==> config.mk <==
export PLATFORM = sky130hd
export DESIGN_NAME = alu_share_arbiter
export DESIGN_NICKNAME = d
export VERILOG_FILES = /design/src/rtl/alu_share_arbiter_pkg.sv /design/src/rtl/alu_share_arbiter_rr_pick.sv /design/src/rtl/alu_share_arbiter.sv
export SDC_FILE = /design/constraint.sdc
export NUM_CORES = 1
export LEC_CHECK = 0
export ABC_AREA = 1
export CAP_MARGIN = 40
export CORE_UTILIZATION = 50
export CTS_CLUSTER_SIZE = 16
export DETAILED_ROUTE_END_ITERATION = 16
export PLACE_DENSITY = 0.74
export SETUP_SLACK_MARGIN = 0.3
export SLEW_MARGIN = 30
export SYNTH_ARGS = -nofsm -noshare
export SYNTH_HDL_FRONTEND = slang
export SYNTH_HIERARCHICAL = 1
export SYNTH_SLANG_ARGS = --single-unit
==> constraint.sdc <==
create_clock -name clk -period 6.82 [get_ports clk]
set_input_delay 2.046 -clock clk [delete_from_list [all_inputs] [get_ports clk]]
set_output_delay 2.046 -clock clk [all_outputs]
set_load 0.03 [all_outputs]
==> src/rtl/alu_share_arbiter_pkg.sv <==
// Shared definitions for the ALU share arbiter: FSM state encoding and default sizing.
// Latency: n/a (types and constants only).
// Backpressure: n/a.
package alu_share_arbiter_pkg;

    typedef enum logic {
        ARB_IDLE  = 1'b0,
        ARB_OWNED = 1'b1
    } arb_state_e;

    localparam int ARB_N_REQ_DEF    = 4;
    localparam int ARB_MAX_HOLD_DEF = 64;

endpackage : alu_share_arbiter_pkg

==> src/rtl/alu_share_arbiter_rr_pick.sv <==
// Cyclic first-set picker: scans req (minus excl_mask) from ptr upward, wrapping to 0.
// Latency: purely combinational, zero cycles.
// Backpressure: none; found=0 when no eligible request exists.
// Ports: req_i (request levels), ptr_i (start index), excl_mask_i (bits to ignore),
//        found_o (any eligible bit), idx_o (index of first eligible bit, 0 when none).
module alu_share_arbiter_rr_pick
    import alu_share_arbiter_pkg::*;
#(
    parameter int N_REQ = ARB_N_REQ_DEF,
    parameter int SEL_W = 2
) (
    input  logic [N_REQ-1:0] req_i,
    input  logic [SEL_W-1:0] ptr_i,
    input  logic [N_REQ-1:0] excl_mask_i,
    output logic             found_o,
    output logic [SEL_W-1:0] idx_o
);

    logic [N_REQ-1:0] cand;
    int               pos;
    logic [SEL_W-1:0] pos_idx;

    assign cand = req_i & ~excl_mask_i;

    always_comb begin
        found_o = 1'b0;
        idx_o   = '0;
        pos     = 0;
        pos_idx = '0;
        for (int i = 0; i < N_REQ; i++) begin
            // ptr_i is always < N_REQ, so a single subtract performs the wrap.
            pos = int'(ptr_i) + i;
            if (pos >= N_REQ) begin
                pos = pos - N_REQ;
            end
            pos_idx = pos[SEL_W-1:0];
            if (!found_o && cand[pos_idx]) begin
                found_o = 1'b1;
                idx_o   = pos_idx;
            end
        end
    end

endmodule : alu_share_arbiter_rr_pick

==> src/rtl/alu_share_arbiter.sv <==
// Round-robin owner arbiter for one shared ALU/result mux; grant held until done or request drop.
// Latency: 1 cycle from request to registered grant; back-to-back handoff with no idle cycle.
// Backpressure: non-owners wait while a grant is held; optional ARB_TIMEOUT_EN forces release after MAX_HOLD cycles.
// Ports: clk, rst (sync, active-high), req[N_REQ], done (owner completion pulse),
//        gnt[N_REQ] (one-hot), sel[SEL_W] (owner / last owner), busy, timeout (forced-release pulse).
module alu_share_arbiter
    import alu_share_arbiter_pkg::*;
#(
    parameter int N_REQ    = ARB_N_REQ_DEF,
    parameter int SEL_W    = 2,
    parameter int MAX_HOLD = ARB_MAX_HOLD_DEF
) (
    input  logic             clk,
    input  logic             rst,
    input  logic [N_REQ-1:0] req,
    input  logic             done,
    output logic [N_REQ-1:0] gnt,
    output logic [SEL_W-1:0] sel,
    output logic             busy,
    output logic             timeout
);

    if (SEL_W != $clog2(N_REQ)) begin : g_bad_sel_w
        $error("SEL_W must equal clog2(N_REQ)");
    end
    if (MAX_HOLD < 2) begin : g_bad_max_hold
        $error("MAX_HOLD must be at least 2");
    end

    arb_state_e       state_q, state_d;
    logic [N_REQ-1:0] gnt_q, gnt_d;
    logic [SEL_W-1:0] sel_q, sel_d;
    logic [SEL_W-1:0] ptr_q, ptr_d;
    logic             busy_q, busy_d;
    logic             timeout_q, timeout_d;

    logic [SEL_W-1:0] pick_ptr;
    logic [N_REQ-1:0] pick_excl;
    logic             pick_found;
    logic [SEL_W-1:0] pick_idx;

    logic [SEL_W-1:0] ptr_after_owner;
    logic             owner_req;
    logic             force_rel;
    logic             new_grant;

    assign ptr_after_owner = (int'(sel_q) == N_REQ - 1) ? '0 : sel_q + 1'b1;
    assign owner_req       = req[sel_q];

`ifdef ARB_TIMEOUT_EN
    localparam int HOLD_W = $clog2(MAX_HOLD);
    logic [HOLD_W-1:0] hold_q, hold_d;

    // A dropped owner request is an ordinary release, so only a still-requesting owner is forced off.
    assign force_rel = (hold_q == HOLD_W'(MAX_HOLD - 1)) && !done && owner_req;

    always_comb begin
        hold_d = hold_q;
        if (new_grant) begin
            hold_d = '0;
        end else if (state_q == ARB_OWNED) begin
            hold_d = hold_q + 1'b1;
        end
    end

    always_ff @(posedge clk) begin
        if (rst) begin
            hold_q <= '0;
        end else begin
            hold_q <= hold_d;
        end
    end
`else
    assign force_rel = 1'b0;
`endif

    alu_share_arbiter_rr_pick #(
        .N_REQ (N_REQ),
        .SEL_W (SEL_W)
    ) u_pick (
        .req_i       (req),
        .ptr_i       (pick_ptr),
        .excl_mask_i (pick_excl),
        .found_o     (pick_found),
        .idx_o       (pick_idx)
    );

    always_comb begin
        state_d   = state_q;
        gnt_d     = gnt_q;
        sel_d     = sel_q;
        ptr_d     = ptr_q;
        busy_d    = busy_q;
        timeout_d = 1'b0;
        new_grant = 1'b0;
        pick_ptr  = ptr_q;
        pick_excl = '0;

        case (state_q)
            ARB_IDLE: begin
                if (pick_found) begin
                    new_grant = 1'b1;
                    gnt_d     = N_REQ'(1) << pick_idx;
                    sel_d     = pick_idx;
                    busy_d    = 1'b1;
                    state_d   = ARB_OWNED;
                end
            end
            ARB_OWNED: begin
                // Owner is masked so any other requester wins; the owner is the fallback.
                pick_ptr  = ptr_after_owner;
                pick_excl = N_REQ'(1) << sel_q;
                if (done || !owner_req || force_rel) begin
                    ptr_d     = ptr_after_owner;
                    timeout_d = force_rel;
                    if (pick_found) begin
                        new_grant = 1'b1;
                        gnt_d     = N_REQ'(1) << pick_idx;
                        sel_d     = pick_idx;
                    end else if (owner_req) begin
                        new_grant = 1'b1;
                        gnt_d     = N_REQ'(1) << sel_q;
                    end else begin
                        gnt_d   = '0;
                        busy_d  = 1'b0;
                        state_d = ARB_IDLE;
                    end
                end
            end
            default: begin
                state_d = ARB_IDLE;
                gnt_d   = '0;
                busy_d  = 1'b0;
            end
        endcase
    end

    always_ff @(posedge clk) begin
        if (rst) begin
            state_q   <= ARB_IDLE;
            gnt_q     <= '0;
            sel_q     <= '0;
            ptr_q     <= '0;
            busy_q    <= 1'b0;
            timeout_q <= 1'b0;
        end else begin
            state_q   <= state_d;
            gnt_q     <= gnt_d;
            sel_q     <= sel_d;
            ptr_q     <= ptr_d;
            busy_q    <= busy_d;
            timeout_q <= timeout_d;
        end
    end

    assign gnt     = gnt_q;
    assign sel     = sel_q;
    assign busy    = busy_q;
    assign timeout = timeout_q;

endmodule : alu_share_arbiter

* Word-level counts from Yosys, hierarchy flattened
Cells that the tools add are included.
Widths: inputs -> output; s select.
** Storage, ports and cells
- Word-level logic and storage cells :: 86
- Output and inout bits :: 8
- Flip-flop bits (word level) :: 10
** Operators by class
- Shift operators :: 2
- Mux-type cells :: 43
- Magnitude comparators :: 9
- Bitwise gates (word level) :: 3
- Equality and inequality tests :: 5
- Add/subtract/negate cells :: 8
- Reduce and logical (&&, ||, !) cells :: 11
** Operator list (count)
- $mux 2 :: 12
- $mux 4 :: 5
- $mux 1 :: 17
- $lt 2x3->1 const B :: 5
- $bmux 1 s2 :: 5
- $ge 3x3->1 const B :: 3
- $pmux 4 s2 :: 1
- $shl 1x2->4 const A :: 2
- $sub 2x1->2 const B :: 4
- $add 2x2->3 const B :: 2
- $ne 2x2->1 const B :: 3
- $and 4x4->4 :: 1
- $logic_not 1->1 :: 4
- $not 4->4 :: 1
- $pmux 1 s2 :: 2
- $pmux 2 s2 :: 1
- $reduce_and 2->1 :: 2
- $reduce_and 4->1 :: 1
- $add 2x1->3 const B :: 1
- $ge 2x3->1 const B :: 1
- $logic_and 1x1->1 :: 3
- $add 2x1->2 const B :: 1
- $eq 2x1->1 const B :: 1
- $ne 2x1->1 const B :: 1
- 2 further kinds :: 2

* Longest topological paths before layout
- Depth in word-level cells :: 21
- Gate-level depth with buffers :: 20

* By module
Netlist, hierarchy kept.
** By module, submodules not included
- alu_share_arbiter :: cells each 116, times used 1, area an instance 739.5 sq um
- alu_share_arbiter_rr_pick :: cells each 60, times used 1, area an instance 324.1 sq um

* Least setup slack after synthesis
No wires, ideal clock.
- Kind :: input port to flip-flop
- From :: in req[3]
- To :: reg gnt_q[0] (netlist: gnt[0])
- Stages :: 13
- Library setup time :: 0.064 ns
- Required time :: 6.756 ns
- Arrival time :: 3.178 ns
- Path slack :: 3.579 ns
- Buffers on the path :: 0
- Cells stage by stage :: nand3_1 -> nand3_1 -> nand2_2 -> nand2_2 -> nor2_4 -> nand3_1 -> inv_1 -> nand2_1 -> nor2_1 -> nand3_1 -> nand2_1 -> a21oi_1 -> nor2_1
** On the way
- Elaborated cells on any way between the ends :: 36
** RTL lines
- start: declaration :: RTL line alu_share_arbiter.sv:15 : input logic [N_REQ-1:0] req,
- $and 4x4->4 * :: RTL line alu_share_arbiter_rr_pick.sv:23 : assign cand = req_i & ~excl_mask_i;
- $bmux 1 s2 :: RTL line alu_share_arbiter_rr_pick.sv:37 : if (!found_o && cand[pos_idx]) begin
- $mux 1 (implied by the code) :: RTL line alu_share_arbiter_rr_pick.sv:37
- $mux 1 :: RTL line alu_share_arbiter_rr_pick.sv:37
- $logic_not 1->1 :: RTL line alu_share_arbiter_rr_pick.sv:37
- $logic_and 1x1->1 :: RTL line alu_share_arbiter_rr_pick.sv:37
- $mux 1 :: RTL line alu_share_arbiter_rr_pick.sv:37
- $logic_not 1->1 :: RTL line alu_share_arbiter_rr_pick.sv:37
- $logic_and 1x1->1 :: RTL line alu_share_arbiter_rr_pick.sv:37
- $mux 1 :: RTL line alu_share_arbiter_rr_pick.sv:37
- $logic_not 1->1 :: RTL line alu_share_arbiter_rr_pick.sv:37
- $logic_and 1x1->1 :: RTL line alu_share_arbiter_rr_pick.sv:37
- $mux 1 * :: RTL line alu_share_arbiter_rr_pick.sv:37
- named net pick_found :: RTL line alu_share_arbiter.sv:39 : logic pick_found;
- $mux 4 :: RTL line alu_share_arbiter.sv:116 : if (pick_found) begin
- $mux 4 :: RTL line alu_share_arbiter.sv:113 : if (done || !owner_req || force_rel) begin
- $pmux 4 s2 :: RTL line alu_share_arbiter.sv:99 : case (state_q)
- end signal: assignment :: RTL line alu_share_arbiter.sv:148 : gnt_q <= gnt_d;
- end: declaration :: RTL line alu_share_arbiter.sv:31 : logic [N_REQ-1:0] gnt_q, gnt_d;
The timed path passes the listed nets; every way through them passes the cells marked *. The select of a mux whose other input is x is not followed.
A chain may end at the register's enable or synchronous reset.

* Final worst setup path
- From :: in req[0]
- To :: reg gnt_q[1] (netlist: gnt[1])
Same word-level chain as after synthesis.

==> results.yml <==
synthesis:
  netlist_area_sq_um: 1060
  synth_nets: 187
  syn_inst: 176
  synth-warning-count: 6
  synth_seq_cells: 10
  postSynthAreaPerCell_sq_um: 6.04
  ys_seq_area_share_pct: 18.8
  ys_types: 21
global_routing:
  overflow: 0
  grt_max_degree: 13
  antenna_found_initial: 0
  grt_pass1_vias: 833
  grt_util_all_layers_pct: 21.4
  grt_pass1_wl_um: 3470
die:
  initial_utilization_pct: 53.7
  core_area_sq_um: 1980
  die-area_sq_um: 2320
  die_y_um: 48.1
  core.rowCount: 16
  die_x_um: 48.1
  io_pins: 15
detailed_routing:
  vias: 1078
  drtIter0Drc: 17
  finalWirelength_um: 2310
  wire_per_inst_um: 10.7
  drcViolationCount: 0
  drtAntennaViolNets: 0
  drt_pre_antenna_iters: 4
  viasPerCell: 4.99
critical_path:
  cpLargestDelayFamily: "simple AND/OR/NAND/NOR gates"
  crit_arrival_ns: 3.94
  cp_cell_sequence: "clkdlybuf4s50_1 -> nand3_1 -> nand3_2 -> nand2_2 -> nand2_2 -> nor2_4 -> nand3_1 -> inv_1 -> nand2_1 -> nor2_1 -> nand3_1 -> nand2_1 -> a21oi_1 -> nor2_1"
  path_buf_inv: 2
  cp-start-kind: "primary input"
  r2r-end: "gnt[1]"
  crit_type: "primary input to flop"
  worstSetupEndpointType: "flop"
  worst_path_max_delay_cell: "clkdlybuf4s50_1"
  critPathMaxStageDelay_ns: 0.56
  r2r_cells: 18
  r2r_slack_ns: 4.04
  crit_fanout: 9
  crit_top_cell: "nand3_1"
  worstReg2RegStart: "sel[0]"
  cp.required_ns: 6.97
  crit_cells: 14
sta:
  fin_crit_sh_pct: 55.6
  fmax_ghz: 0.264
  rsz0062_at_grt: "false"
  drv_slew: 0
  fin_skew_ns: 0.00474
  fin_crit_ns: 3.79
  hold_violations: 0
  setup_viol: 0
  tns_ns: 0
cells_and_area:
  finalInstanceArea_sq_um: 1230
  syn_to_final_growth_pct: 15.3
  drive_above_1_share_pct: 14.8
  final_net_count: 201
  fin_util_pct: 61.9
  diodes: 0
power:
  p_total_w: 0.000667
  max-vdd-ir-drop_mv: 0.317
  p_leak_nw: 0.640
  cellPowerDensity_nw_per_um2: 544
place:
  dpl_cell_area_sq_um: 1190
  dpl.hpwl_um: 1780
  gp_congestion: 0.893
  io_buffers: 13
min_path:
  hold_end: "ptr_q[0]"
  hold_depth: 2
  hp-start: "ptr_q[0]"
  hp-class: "flop to flop"
run:
  drv_cap: 0
clock_tree:
  ctsResizeCount: 0
  post_cts_buffers: 0
  cts.path.max_buffers: 2
  numClockSinks: 10
  cts_tree: "done"
  cts_root_buffer: "clkbuf_4"
  insertion_delay_ns: 0.27
  numCtsBuffers: 3
  cts_htree_levels: 1
  postCtsHoldBufs: 0
  path_clk_slew_ns: 0.07
run_status:
  status: "finished, final reports clean"
[cells in the mapped netlist]
master	instances	share of area, %
buf_6	2	2.1
nand2_1	45	16
nor2_4	1	1.1
inv_1	26	9.2
a21oi_1	6	2.8
and2_1	1	0.59
conb_1	1	0.35
ha_1	4	4.7
buf_4	2	1.4
nand4_1	2	1.2
nand3_4	3	4.9
nor2_1	23	8.1
nand2_4	3	3.2
nand3_1	27	13
nand3_2	5	4.7
o21ai_1	2	0.94
inv_2	3	1.1
o21ai_0	1	0.47
dfxtp_1	10	19
nand2_2	8	4.7
inv_8	1	1.1
[through the flow]
stage	setup WS, ns	cells	hold WS (ns)
2_1_floorplan	3.58	176	0.454
3_3_place_gp	2.92	212	0.471
3_5_place_dp	2.87	212	0.491
4_1_cts	3.06	216	0.504
5_1_grt	2.82	216	0.532
6_report	3.03	216	0.500
[power by group]
part	total, W	switching [W]	internal, W	leakage (nW)
logic	0.000511	0.000338	0.000174	0.536
clock network	0.0000532	0.0000208	0.0000324	0.0210
registers	0.000102	0.0000215	0.0000807	0.0831
[worst reg2reg max path: cells and delay by family (launching register included)]
kind                     cells  cell delay [ns]
flip-flops                   1             0.46
buffers and inverters        2             0.29
AO/OA/AOI/OAI                1             0.19
AND/OR/NAND/NOR             14             1.48
adder cells (fa/ha/maj)      1             0.27
[kinds of logic after synthesis]
logic type	Yosys count	share of synthesized area, %
and+or+nand+nor	118	57.1
buffers and inverters	34	14.8
DFF	10	18.8
AOI/OAI and AO/OA	9	4.23
adders and majority gates	4	4.71
other	1	0.353
[cell usage in the layout, fill, tap and decap left out]
| cell type | count |
|---|---|
| conb_1 | 1 |
| clkbuf_8 | 1 |
| nand3_2 | 5 |
| dfxtp_1 | 10 |
| inv_8 | 1 |
| nand4_1 | 2 |
| ha_1 | 4 |
| o21ai_0 | 1 |
| nand2_1 | 45 |
| clkdlybuf4s50_1 | 13 |
| nor2_1 | 23 |
| inv_1 | 26 |
| nor2_4 | 1 |
| nand2_4 | 3 |
| clkbuf_4 | 3 |
| o21ai_1 | 2 |
| nand3_4 | 3 |
| a21oi_1 | 6 |
| inv_2 | 3 |
| nand3_1 | 27 |
| nand2_2 | 8 |
| and2_1 | 1 |
[layer usage]
| layer | up-vias | part of all wire (%) | track usage [%] |
|---|---|---|---|
| li1 | 570 | - | - |
| met1 | 477 | 46 | 28.3 |
| met2 | 29 | 48 | 35.1 |
| met3 | 2 | 5.1 | 7.04 |
| met4 | 0 | 0.82 | 2.22 |
| met5 | - | 0 | 0 |
[worst max-delay path by stage]
| stage | from | slack, ns | endpoint |
|---|---|---|---|
| final | req[0] | 3.03 | gnt[1] |
| after global routing | req[0] | 2.82 | gnt[1] |
| after CTS | req[0] | 3.06 | gnt[1] |
| after detailed placement | req[0] | 2.87 | gnt[3] |
| after global placement | req[0] | 2.92 | gnt[3] |
| after floorplan | req[3] | 3.58 | gnt[0] |
[sequential cells by signal, indices dropped and copies added, names as in the netlist]
name	count
busy	1
gnt	4
ptr_q	2
state_q	1
sel	2
[final cells by class]
| class | instances | area [sq um] |
|---|---|---|
| inverters | 30 | 120 |
| well taps | 27 | 33.8 |
| fillers | 181 | 756 |
| multi-input cells | 132 | 706 |
| repair buffers | 13 | 130 |
| clock buffers | 4 | 36.3 |
| flip-flops and latches | 10 | 200 |
Note: power is estimated with default switching activity, not from simulation.
